--- config.mk ---
export PLATFORM = sky130hd
export DESIGN_NAME = debounce_filter
export DESIGN_NICKNAME = d
export VERILOG_FILES = /design/src/rtl/debounce_pkg.sv /design/src/rtl/sync_2ff.sv /design/src/rtl/debounce_filter.sv
export SDC_FILE = /design/constraint.sdc
export NUM_CORES = 1
export LEC_CHECK = 0
export CORE_AREA = 2 2 39 41
export CTS_CLUSTER_DIAMETER = 50
export DETAILED_ROUTE_END_ITERATION = 16
export DIE_AREA = 0 0 41 43
export SYNTH_ARGS = -nofsm -noshare
export SYNTH_HDL_FRONTEND = slang
export SYNTH_SLANG_ARGS = --single-unit
--- constraint.sdc ---
create_clock -name clk -period 1.95 [get_ports clk]
set_input_delay 0.585 -clock clk [delete_from_list [all_inputs] [get_ports clk]]
set_output_delay 0.585 -clock clk [all_outputs]
set_load 0.05 [all_outputs]
--- src/rtl/debounce_pkg.sv ---
// Shared types and constants for the debounce filter: FSM state encoding and
// the default qualification length.
package debounce_pkg;

  typedef enum logic [1:0] {
    LOW      = 2'b00,
    RISE_CHK = 2'b01,
    HIGH     = 2'b10,
    FALL_CHK = 2'b11
  } state_e;

  localparam int unsigned DEFAULT_STABLE_CYCLES = 4;

endpackage : debounce_pkg

--- src/rtl/sync_2ff.sv ---
// Two-flop synchronizer for a single asynchronous level; both flops clear on
// the asynchronous active-low reset.
module sync_2ff (
  input  logic clk,
  input  logic rst,
  input  logic d,
  output logic q
);

  logic meta_q;

  // No logic between the flops so the first stage has a full cycle to resolve.
  always_ff @(posedge clk or negedge rst) begin
    if (!rst) begin
      meta_q <= 1'b0;
      q      <= 1'b0;
    end else begin
      meta_q <= d;
      q      <= meta_q;
    end
  end

endmodule : sync_2ff

--- src/rtl/debounce_filter.sv ---
// Debounce filter: synchronizes d_raw and accepts a new level only after
// STABLE_CYCLES equal samples. Optional rise/fall pulses under DEBOUNCE_EDGE_EN.
module debounce_filter
  import debounce_pkg::*;
#(
  parameter int unsigned STABLE_CYCLES = DEFAULT_STABLE_CYCLES
) (
  input  logic clk,
  input  logic rst,
  input  logic d_raw,
`ifdef DEBOUNCE_EDGE_EN
  output logic rise,
  output logic fall,
`endif
  output logic q
);

  localparam int CNT_W = $clog2(STABLE_CYCLES);
  localparam logic [CNT_W-1:0] CNT_MAX = CNT_W'(STABLE_CYCLES - 1);
  localparam logic [CNT_W-1:0] CNT_ONE = CNT_W'(1);

  logic             s;
  state_e           state_q, state_d;
  logic [CNT_W-1:0] cnt_q, cnt_d;
  logic             q_q, q_d;

  sync_2ff u_sync (
    .clk (clk),
    .rst (rst),
    .d   (d_raw),
    .q   (s)
  );

  always_ff @(posedge clk or negedge rst) begin
    if (!rst) begin
      state_q <= LOW;
      cnt_q   <= '0;
      q_q     <= 1'b0;
    end else begin
      state_q <= state_d;
      cnt_q   <= cnt_d;
      q_q     <= q_d;
    end
  end

  // Any disagreeing sample during a check state drops straight back to the
  // settled state, so qualification always restarts from scratch.
  always_comb begin
    state_d = state_q;
    cnt_d   = '0;
    case (state_q)
      LOW: begin
        if (s) begin
          state_d = RISE_CHK;
          cnt_d   = CNT_ONE;
        end
      end
      RISE_CHK: begin
        if (!s) begin
          state_d = LOW;
        end else if (cnt_q == CNT_MAX) begin
          state_d = HIGH;
        end else begin
          cnt_d = cnt_q + CNT_ONE;
        end
      end
      HIGH: begin
        if (!s) begin
          state_d = FALL_CHK;
          cnt_d   = CNT_ONE;
        end
      end
      FALL_CHK: begin
        if (s) begin
          state_d = HIGH;
        end else if (cnt_q == CNT_MAX) begin
          state_d = LOW;
        end else begin
          cnt_d = cnt_q + CNT_ONE;
        end
      end
      default: state_d = LOW;
    endcase
  end

  // Decoding the next state keeps q registered yet aligned with the state.
  assign q_d = (state_d == HIGH) || (state_d == FALL_CHK);
  assign q   = q_q;

`ifdef DEBOUNCE_EDGE_EN
  logic rise_q, rise_d;
  logic fall_q, fall_d;

  assign rise_d = (state_q == RISE_CHK) && (state_d == HIGH);
  assign fall_d = (state_q == FALL_CHK) && (state_d == LOW);

  always_ff @(posedge clk or negedge rst) begin
    if (!rst) begin
      rise_q <= 1'b0;
      fall_q <= 1'b0;
    end else begin
      rise_q <= rise_d;
      fall_q <= fall_d;
    end
  end

  assign rise = rise_q;
  assign fall = fall_q;
`endif

endmodule : debounce_filter

* Yosys cells after proc, flatten, opt, wreduce, memory -nomap -nowiden
Index checks and enable logic that the tools add are counted.
** Word-level totals
- Logic and storage cells :: 27
- Input port bits :: 3
- Register bits after elaboration :: 7
- Output and inout bits :: 1
** Cells by class
- Eq/ne operators :: 6
- Add/subtract/negate cells :: 1
- Mux-type cells :: 13
- Reductions and logical operators :: 2
** Operators with widths (count)
- $mux W2 :: 9
- $pmux W2 S4 :: 2
- $eq A2 B2 Y1 const B :: 5
- $add A2 B1 Y2 const B :: 1
- $eq A2 B1 Y1 const B :: 1
- $logic_not A2 Y1 :: 1
- $mux W1 :: 2
- $logic_or A1 B1 Y1 :: 1

* Depth between registers and ports, before layout
Gate-level depths: netlist of run 1.
- Depth in word-level cells :: 6
- Depth in mapped cells :: 3

* Cells and area by module
From an unflattened synthesis of run 1, not the netlist that was laid out.
** Second synthesis, totals
- Cell total of the unflattened synthesis :: 14
- Area total of the unflattened synthesis :: 207.7 µm²
** By module, submodules not included
- debounce_filter :: cells each 12, times used 1, area an instance 157.7 µm²
- sync_2ff :: cells each 2, times used 1, area an instance 50.0 µm²

* Worst setup path before layout of run 1
No wires, ideal clock.
- Path type :: register to output
- Start :: register q_q (netlist: q)
- End :: output q
- Path buffers :: 0
- Arrival time :: 628 ps
- Stages on the path, launching flop included :: 1
- Path slack :: 737 ps
- Cell sequence :: dfrtp_1
** RTL lines
- start: declaration :: line debounce_filter.sv:25 : logic q_q, q_d;
- start signal: assignment :: line debounce_filter.sv:42 : q_q <= q_d;
- end: declaration :: line debounce_filter.sv:15 : output logic q
No word-level cell between the ends.

* Worst setup path after layout of run 1
- Start :: register q_q (netlist: q)
- End :: output q
No word-level cell between the ends.

==> results of run 1 <==
-- power groups by stage --
stage / logic, W / registers, W / clock network (W)
final: 0.000122 / 0.000198 / 0.000111
after global placement: 0.000117 / 0.000192 / 0
after floorplan: 0.0000590 / 0.000224 / 0
after detailed placement: 0.000123 / 0.000200 / 0
after CTS: 0.000124 / 0.000198 / 0.000117
after global routing: 0.000133 / 0.000204 / 0.000124
-- worst max-delay path by stage --
stage                     endpoint  cells after the start
after floorplan                  q                      0
after global placement           q                      1
after detailed placement         q                      1
after CTS                        q                      1
after global routing             q                      1
final                            q                      1
-- state kept, by name (all words and copies together) (netlist names) --
| register | flops |
|---|---|
| u_sync.meta_q | 1 |
| cnt_q | 2 |
| q | 1 |
| u_sync.q | 1 |
| state_q | 1 |
-- metrics by stage --
step | cell area, um2 | util [%] | hold WS, ns
finish | 278 | 20.1 | 0.344
global route | 278 | 20.1 | 0.352
CTS | 278 | 20.1 | 0.345
detailed placement | 255 | 18.4 | 0.336
global placement | 255 | 18.4 | 0.332
floorplan | 208 | - | 0.289
-- layout make-up --
| class | count | area [um2] | area share, % |
|---|---|---|---|
| Tap cell | 16 | 20.0 | 7.21 |
| Multi-Input combinational cell | 8 | 57.6 | 20.7 |
| Timing Repair Buffer | 3 | 27.5 | 9.91 |
| Sequential cell | 6 | 150 | 54.1 |
| Clock buffer | 3 | 22.5 | 8.11 |
-- synthesized netlist by cell type --
cell     number  area [um2]
nand2_1       2        7.51
a21oi_1       2        10.0
ha_1          1        12.5
xnor2_1       1        8.76
mux2_4        1        15.0
nor2_1        1        3.75
dfrtp_1       6         150
-- per-layer routing --
layer  share of wire [%]  GRT usage [%]  routed length [um]  vias to the layer above
met5                   0              0                   0                        -
met4                 2.4           4.00                   8                        0
met3                  11           4.71                  36                        2
met2                  48           6.56                 161                        7
met1                  39           6.27                 131                       59
li1                    -              -                   -                       59
-- kinds of logic (layout without fill, tap and decap cells) --
group,Yosys count,after routing,share of synthesized area (%)
AOI/OAI and AO/OA,2,2,4.82
DFF,6,6,72.3
adders and majority gates,1,1,6.02
and+or+nand+nor,3,3,5.42
muxes,1,1,7.23
xor gates and xnor gates,1,1,4.22
buffers and inverters,0,6,0
==> summary.txt, run 1 <==
Most common cell after layout, fill and taps aside: dfrtp_1
Residual DRC: 0
Number of cell rows: 14
R2R setup slack: 0.87 ns
WL final: 337 um
Critical-path cell list: buf_4
RSZ-0062 raised after global routing: false
Post_cts resized: 0
Layout cells sized above 1: 25.0%
Crit Path Category: reg2out
WL per Instance: 9.36 um
Clk_skew: 0.00174 ns
Die Area: 0.00176 mm2
Vias per inst: 3.53
CP peak stage delay: 0.40 ns
Fin cells: 36
Internal power: 0.000289 W
Power per cell area: 1550 mW/mm2
Pleak: 0.128 nW
Setup Buffers After CTS: 0
Die Height: 43 um
Syn Area/Cell: 14.8 um2
Tcrit/Tclk final: 73.4%
WP data required: 1.36 ns
Detail Route Antenna Nets: 0
R2r worst-path depth: 3
CTS tree: done
Ys Warns: 0
ANT cells: 0
Buffers and inverters on the worst path: 1
Port bufs: 3
R2R Path Start: cnt_q[0]
Status: complete, no violations
Hold path start: u_sync.meta_q
Reg power frac: 45.9%
Most frequent cells in the layout: dfrtp_1 (6), clkbuf_4 (3), nand2_1 (2), a21oi_1 (2), clkdlybuf4s50_1 (2)
# nets final: 26
Switching Fraction: 32.9%
Synth cell types: 7
Skew-Pair Late Insertion Delay: 0.24 ns
R2r endpoint: q
Placed Cells: 33
Synthesized netlist cell count: 14
Max rail drop VDD: 316 uV
Max-cap violations: 0
Initial antenna violation count: 0
Number of DRC markers in iteration 0: 0
Layout fillers: 149
First-pass GRT wire length: 586 um
Final Critical Period: 1.43 ns
Max-slew headroom: 81.9%
Slew Limit Fails: 0
Worst-path clk slew: 0.04 ns
Final Hold Violating Endpoints: 0
Min setup slack post-route: 0.519 ns
Endpoint class of the critical path: output port
Worst slew pin tran: 0.271 ns
CP max stage cell: dfrtp_1
CP arrival: 0.85 ns
Highest clock rate: 699 MHz
Synth Cell Area: 208 um2
Synth-to-Final Area Change: 33.7%
Startpoint types: flip-flop
# IOs: 4
Setup-failing EPs final: 0
DP Worst Slack: 0.763 ns
Total gr overflow: 0
Seq cells post-synth: 6
Comb power frac: 28.4%
Detailed Routing Iterations Pass 1: 1
Vias in the first global route: 136
Vias: 127
Initial Utilization: 15.0%
Setup TNS: 0 ns
H-tree levels: 1
Post-Syn Nets: 18
Root Driver: clkbuf_4
Worst-path fanout max: 3
Cell family with most CP delay: flip-flops
Sequential fraction of the synthesis area: 72.3%
Clock sink count: 6
CP Launch Point: q
Hold Path Class: reg2reg
Clk pwr share: 25.7%
Core area: 0.00138 mm2
CTS buffer count: 3
Total power: 0.000431 W
Post-CTS Hold Buffers: 0
Largest net degree at the start of global routing: 7
Psw: 0.000141 W
Overall Global Routing Usage: 5.57%
Clk buf depth: 2
Final Wtd Congestion: 0.513
Hold Path End: u_sync.q
Die Wd: 41 um
Hold Crit Depth: 0
No activity file was read; power rests on OpenSTA's default activity.
==> run 2, diff against run 1 <==
==> constraint.sdc (replaced) <==
create_clock -name clk -period 1.3 [get_ports clk]
set_input_delay 0.39 -clock clk [delete_from_list [all_inputs] [get_ports clk]]
set_output_delay 0.39 -clock clk [all_outputs]
set_load 0.05 [all_outputs]
==> run 2 against run 1 <==
Via count fell by 1.6%. Wire length fell by 6.2%. Sequential power rose by 53%. Setup slack got worse by 0.44 ns.
==> summary.txt, run 2 (same netlist as run 1, synthesis figures left out) <==
Status: complete, no violations
# IOs: 4 (unchanged)
CTS tree: done
Die Height: 43 um (unchanged)
Detail Route Antenna Nets: 0 (unchanged)
Overall Global Routing Usage: 5.97% (+0.40 points)
Detailed Routing Iterations Pass 1: 2 (+1)
Max reg flops: 2 (unchanged)
Clk pwr share: 24.1% (-1.6 points)
Pleak: 0.132 nW (+3.0%)
Synth-to-Final Area Change: 39.8%
Hold Crit Depth: 0 (unchanged)
Fin area: 290 um2 (+4.5%)
Slew Limit Fails: 0 (unchanged)
Final Hold Violating Endpoints: 0 (unchanged)
Worst slew pin tran: 0.283 ns (+0.0118 ns)
Max-cap violations: 0 (unchanged)
Switching Fraction: 31.9% (-0.99 points)
Worst-path fanout max: 3 (unchanged)
CTS buffer count: 3 (unchanged)
Number of DRC markers in iteration 0: 3 (+3)
Psw: 0.000218 W (+54%)
Most frequent cells in the layout: dfrtp_1 (6), clkbuf_4 (3), nand2_1 (2), a21oi_1 (2), clkdlybuf4s50_1 (2)
Residual DRC: 0 (unchanged)
Initial antenna violation count: 0 (unchanged)
Final Critical Period: 1.23 ns
Skew-Pair Late Insertion Delay: 0.24 ns (about the same)
R2r endpoint: q
Die Wd: 41 um (unchanged)
# nets final: 26 (unchanged)
Reg power frac: 44.3% (-1.6 points)
Clk buf depth: 2 (unchanged)
Vias: 125 (-1.6%)
Post-CTS Hold Buffers: 0 (unchanged)
Buffers and inverters on the worst path: 1 (unchanged)
CP arrival: 0.84 ns (about the same)
Endpoint class of the critical path: output port
Total gr overflow: 0 (unchanged)
WL per Instance: 8.78 um (-6.2%)
Hold Path Class: reg2reg
R2r worst-path depth: 3 (unchanged)
Vias in the first global route: 141 (+3.7%)
ANT cells: 0 (unchanged)
CP Depth: 1 (unchanged)
R2R setup slack: 0.22 ns (-0.65 ns)
Power per cell area: 2360 mW/mm2 (+52%)
Core area: 0.00138 mm2 (unchanged)
Clk_skew: 0.00237 ns (+0.000631 ns)
Setup-failing EPs final: 0 (unchanged)
DP HPWL: 253 um
Crit Path Category: reg2out
Layout fillers: 149 (unchanged)
Setup Buffers After CTS: 0 (unchanged)
Hold path start: u_sync.meta_q
Hold Path End: u_sync.q
Post-place instance area: 268 um2 (+4.9%)
Tcrit/Tclk final: 94.3%
Internal power: 0.000467 W (+61%)
Comb power frac: 31.6% (+3.2 points)
Layout cells sized above 1: 25.0% (unchanged)
Critical-path cell list: buf_12
Vias per inst: 3.47 (-1.6%)
Final Wtd Congestion: 0.530 (+3.1%)
Number of cell rows: 14 (unchanged)
CP max stage cell: dfrtp_1
Max-slew headroom: 81.0% (-0.87 points)
Post_cts resized: 0 (unchanged)
RSZ-0062 raised after global routing: false
Worst-path clk slew: 0.04 ns (about the same)
Most common cell after layout, fill and taps aside: dfrtp_1
WP data required: 0.91 ns (-0.45 ns)
Startpoint types: flip-flop
Highest clock rate: 815 MHz
Largest reg by FF count: cnt_q
Initial Utilization: 15.0% (unchanged)
Clock sink count: 6 (unchanged)
Max rail drop VDD: 441 uV (+40%)
Cell family with most CP delay: flip-flops
CP peak stage delay: 0.42 ns (+0.02 ns)
R2R Path Start: cnt_q[0]
Port bufs: 3 (unchanged)
Setup TNS: 0 ns (unchanged)
First-pass GRT wire length: 579 um (-1.2%)
Largest net degree at the start of global routing: 7 (unchanged)
WL final: 316 um (-6.2%)
H-tree levels: 1 (unchanged)
Root Driver: clkbuf_4
Die Area: 0.00176 mm2 (unchanged)
==> run 2: cell counts in the layout (fill, tap and decap cells not counted) <==
No cell type changed its count.
==> run 2: per-stage QoR <==
stage | worst slack [ns] | power [W] | util (%) | hold WS [ns] | instances
after global routing | 0.0502 | 0.000740 | 21.0 | 0.364 | 36
after floorplan | 0.252 | 0.000424 | - | 0.0944 | 14
after detailed placement | 0.215 | 0.000527 | 19.3 | 0.343 | 33
after CTS | 0.0554 | 0.000704 | 21.0 | 0.348 | 36
after global placement | 0.249 | 0.000505 | 19.3 | 0.335 | 33
final | 0.0737 | 0.000685 | 21.0 | 0.344 | 36
==> run 2: area by class of cell <==
type | count | area (um2) | share of cell area (%)
multi-input combinational | 8 | 57.6 | 19.8
sequential | 6 | 150 | 51.7
tap | 16 | 20.0 | 6.90
clock buffer | 3 | 22.5 | 7.76
timing repair buffer | 3 | 40.0 | 13.8
==> run 2: per-layer routing <==
metal | share of wire, % | wire, um | track usage, %
met5 | 0 | 0 | 0
met3 | 11 | 35 | 6.81
met2 | 52 | 163 | 7.81
met1 | 37 | 117 | 3.96
met4 | 0 | 0 | 6.00
==> run 2: worst max-delay path by stage <==
stage / startpoint / slack (ns) / to
2_1_floorplan: q / 0.25 / cnt_q[1]
3_3_place_gp: cnt_q[0] / 0.25 / q
3_5_place_dp: cnt_q[0] / 0.21 / q
4_1_cts: q / 0.06 / q
5_1_grt: q / 0.05 / q
6_report: q / 0.07 / q
==> run 2: power groups by stage <==
stage | registers [W] | clock network (W) | logic, W
finish | 0.000303 | 0.000165 | 0.000217
global route | 0.000311 | 0.000184 | 0.000245
CTS | 0.000304 | 0.000179 | 0.000221
detailed placement | 0.000307 | 0 | 0.000219
global placement | 0.000297 | 0 | 0.000207
floorplan | 0.000335 | 0 | 0.0000885
==> run 3, diff against run 2 <==
--- a/config.mk
+++ b/config.mk
@@ -9,6 +9,7 @@
 export CTS_CLUSTER_DIAMETER = 50
 export DETAILED_ROUTE_END_ITERATION = 16
 export DIE_AREA = 0 0 41 43
+export SKIP_CTS_REPAIR_TIMING = 1
 export SYNTH_ARGS = -nofsm -noshare
 export SYNTH_HDL_FRONTEND = slang
 export SYNTH_SLANG_ARGS = --single-unit
==> constraint.sdc (replaced) <==
create_clock -name clk -period 1.1 [get_ports clk]
set_input_delay 0.33 -clock clk [delete_from_list [all_inputs] [get_ports clk]]
set_output_delay 0.33 -clock clk [all_outputs]
set_load 0.05 [all_outputs]
==> run 3 against run 2 <==
The flow now finishes with violations (setup timing). Sequential power grew 17%. Utilization grew 1.9 points. Flip-flop and latch count is the same. Global-route usage grew 0.92 points. Final area grew 9.1%. Highest routed layer unchanged. Final cell count grew 5.6%. Combinational power grew 60%. Largest power group unchanged. Die area is the same. Non-clock buffer count grew 2. Critical path depth is the same. Hold slack lost 0.018 ns. Count of clock-buffer cells in the layout is the same.
==> summary.txt, run 3 (same netlist as run 1, synthesis figures left out) <==
Most frequent cells in the layout: dfrtp_1 (5), clkbuf_4 (3)
Vias in the first global route: 165 (+17%)
ANT cells: 0 (unchanged)
Core area: 0.00138 mm2 (unchanged)
Power per cell area: 2860 mW/mm2 (+21%)
CP max stage cell: dfrtp_2
WP data required: 0.77 ns (-0.14 ns)
RSZ-0062 raised after global routing: true
Final Critical Period: 1.14 ns
Failing checks: setup timing
CP peak stage delay: 0.41 ns (about the same)
H-tree levels: 1 (unchanged)
Vias per inst: 3.47 (about the same)
Number of DRC markers in iteration 0: 1 (-2)
Critical-path cell list: buf_12
Root Driver: clkbuf_4
Hold Path Class: in2async
Overall Global Routing Usage: 6.89% (+0.92 points)
Final Hold Violating Endpoints: 0 (unchanged)
Slew Limit Fails: 0 (unchanged)
DP Worst Slack: 0.00486 ns (-0.210 ns)
Die Wd: 41 um (unchanged)
# IOs: 4 (unchanged)
Max reg flops: 2 (unchanged)
Initial antenna violation count: 0 (unchanged)
Detailed Routing Iterations Pass 1: 2 (unchanged)
Final Util: 22.9% (+1.9 points)
Tcrit/Tclk final: 104%
Max rail drop VDD: 585 uV (+33%)
Detail Route Antenna Nets: 0 (unchanged)
First-pass GRT wire length: 669 um (+16%)
Most common cell after layout, fill and taps aside: dfrtp_1
CTS tree: done
CP arrival: 0.81 ns (-0.03 ns)
Clk buf depth: 2 (unchanged)
Setup TNS: -0.0387 ns (-0.0387 ns)
Number of cell rows: 14 (unchanged)
Clock sink count: 6 (unchanged)
Synth-to-Final Area Change: 52.4%
Largest reg by FF count: cnt_q
Status: finished, violations left
Layout cells sized above 1: 45.5% (+20 points)
Buffers and inverters on the worst path: 1 (unchanged)
Worst-path clk slew: 0.05 ns (about the same)
Pleak: 0.144 nW (+9.0%)
Final Wtd Congestion: 0.534 (+0.77%)
CTS buffer count: 3 (unchanged)
Layout fillers: 144 (-3.4%)
Max-cap violations: 0 (unchanged)
Residual DRC: 0 (unchanged)
Initial Utilization: 15.0% (unchanged)
Cell family with most CP delay: flip-flops
Max-slew headroom: 81.9% (+0.91 points)
Clk_skew: 0.00200 ns (-0.000366 ns)
Post-place instance area: 268 um2 (unchanged)
WL per Instance: 10.2 um (+16%)
Die Height: 43 um (unchanged)
Fin area: 317 um2 (+9.1%)
Min setup slack post-route: -0.0387 ns (-0.112 ns)
Worst slew pin tran: 0.270 ns (-0.0125 ns)
Setup-failing EPs final: 1 (+1)
Worst-path fanout max: 2 (-1)
Vias: 132 (+5.6%)
Startpoint types: flip-flop
# nets final: 28 (+7.7%)
Crit Path Category: reg2out
Largest net degree at the start of global routing: 7 (unchanged)
WL final: 388 um (+23%)
Die Area: 0.00176 mm2 (unchanged)
Total gr overflow: 0 (unchanged)
Total power: 0.000905 W (+32%)
Endpoint class of the critical path: output port
Port bufs: 3 (unchanged)
Highest clock rate: 878 MHz
Skew-Pair Late Insertion Delay: 0.24 ns (about the same)
[run 3: cell types whose count changed in the layout (fill, tap and decap cells not counted), sizes merged]
cell,previous run,this run
buf,1,3
[run 3: path summary, 6_finish.rpt]
| path | from | endpoint | slack [ns] | depth (start not counted) |
|---|---|---|---|---|
| min reg2reg | u_sync.meta_q | u_sync.q | 0.35 | 0 |
| min in group clk | u_sync.meta_q | u_sync.q | 0.35 | 0 |
| max | q | q | -0.04 | 1 |
| max reg2reg | cnt_q[0] | q | 0.03 | 3 |
| min | rst | cnt_q[0] | 0.33 | 1 |
| max in group asynchronous | rst | q | 0.54 | 1 |
[run 3: final cells by class]
type,count,area [um2],area share (%)
tap,16,20.0,6.32
timing repair buffer,5,55.1,17.4
clock buffer,3,22.5,7.11
sequential,6,151,47.8
multi-input combinational,8,67.6,21.3
[run 3: metrics by stage]
stage	hold slack (ns)	instances
2_1_floorplan	0.0344	14
3_3_place_gp	0.333	33
3_5_place_dp	0.336	33
4_1_cts	0.320	36
5_1_grt	0.330	38
6_report	0.326	38
[run 3: where the power goes]
part / switching, W / internal (W)
Sequential: 0.0000549 / 0.000299
Clock: 0.0000808 / 0.000124
Combinational: 0.000154 / 0.000193
[run 3: metal layers]
layer  up-vias  track usage, %  wire length (um)
met5         -               0                 0
met1        65            5.63               130
met2         4            9.38               229
met3         0            6.28                27
li1         63               -                 -
met4         0            6.00                 0
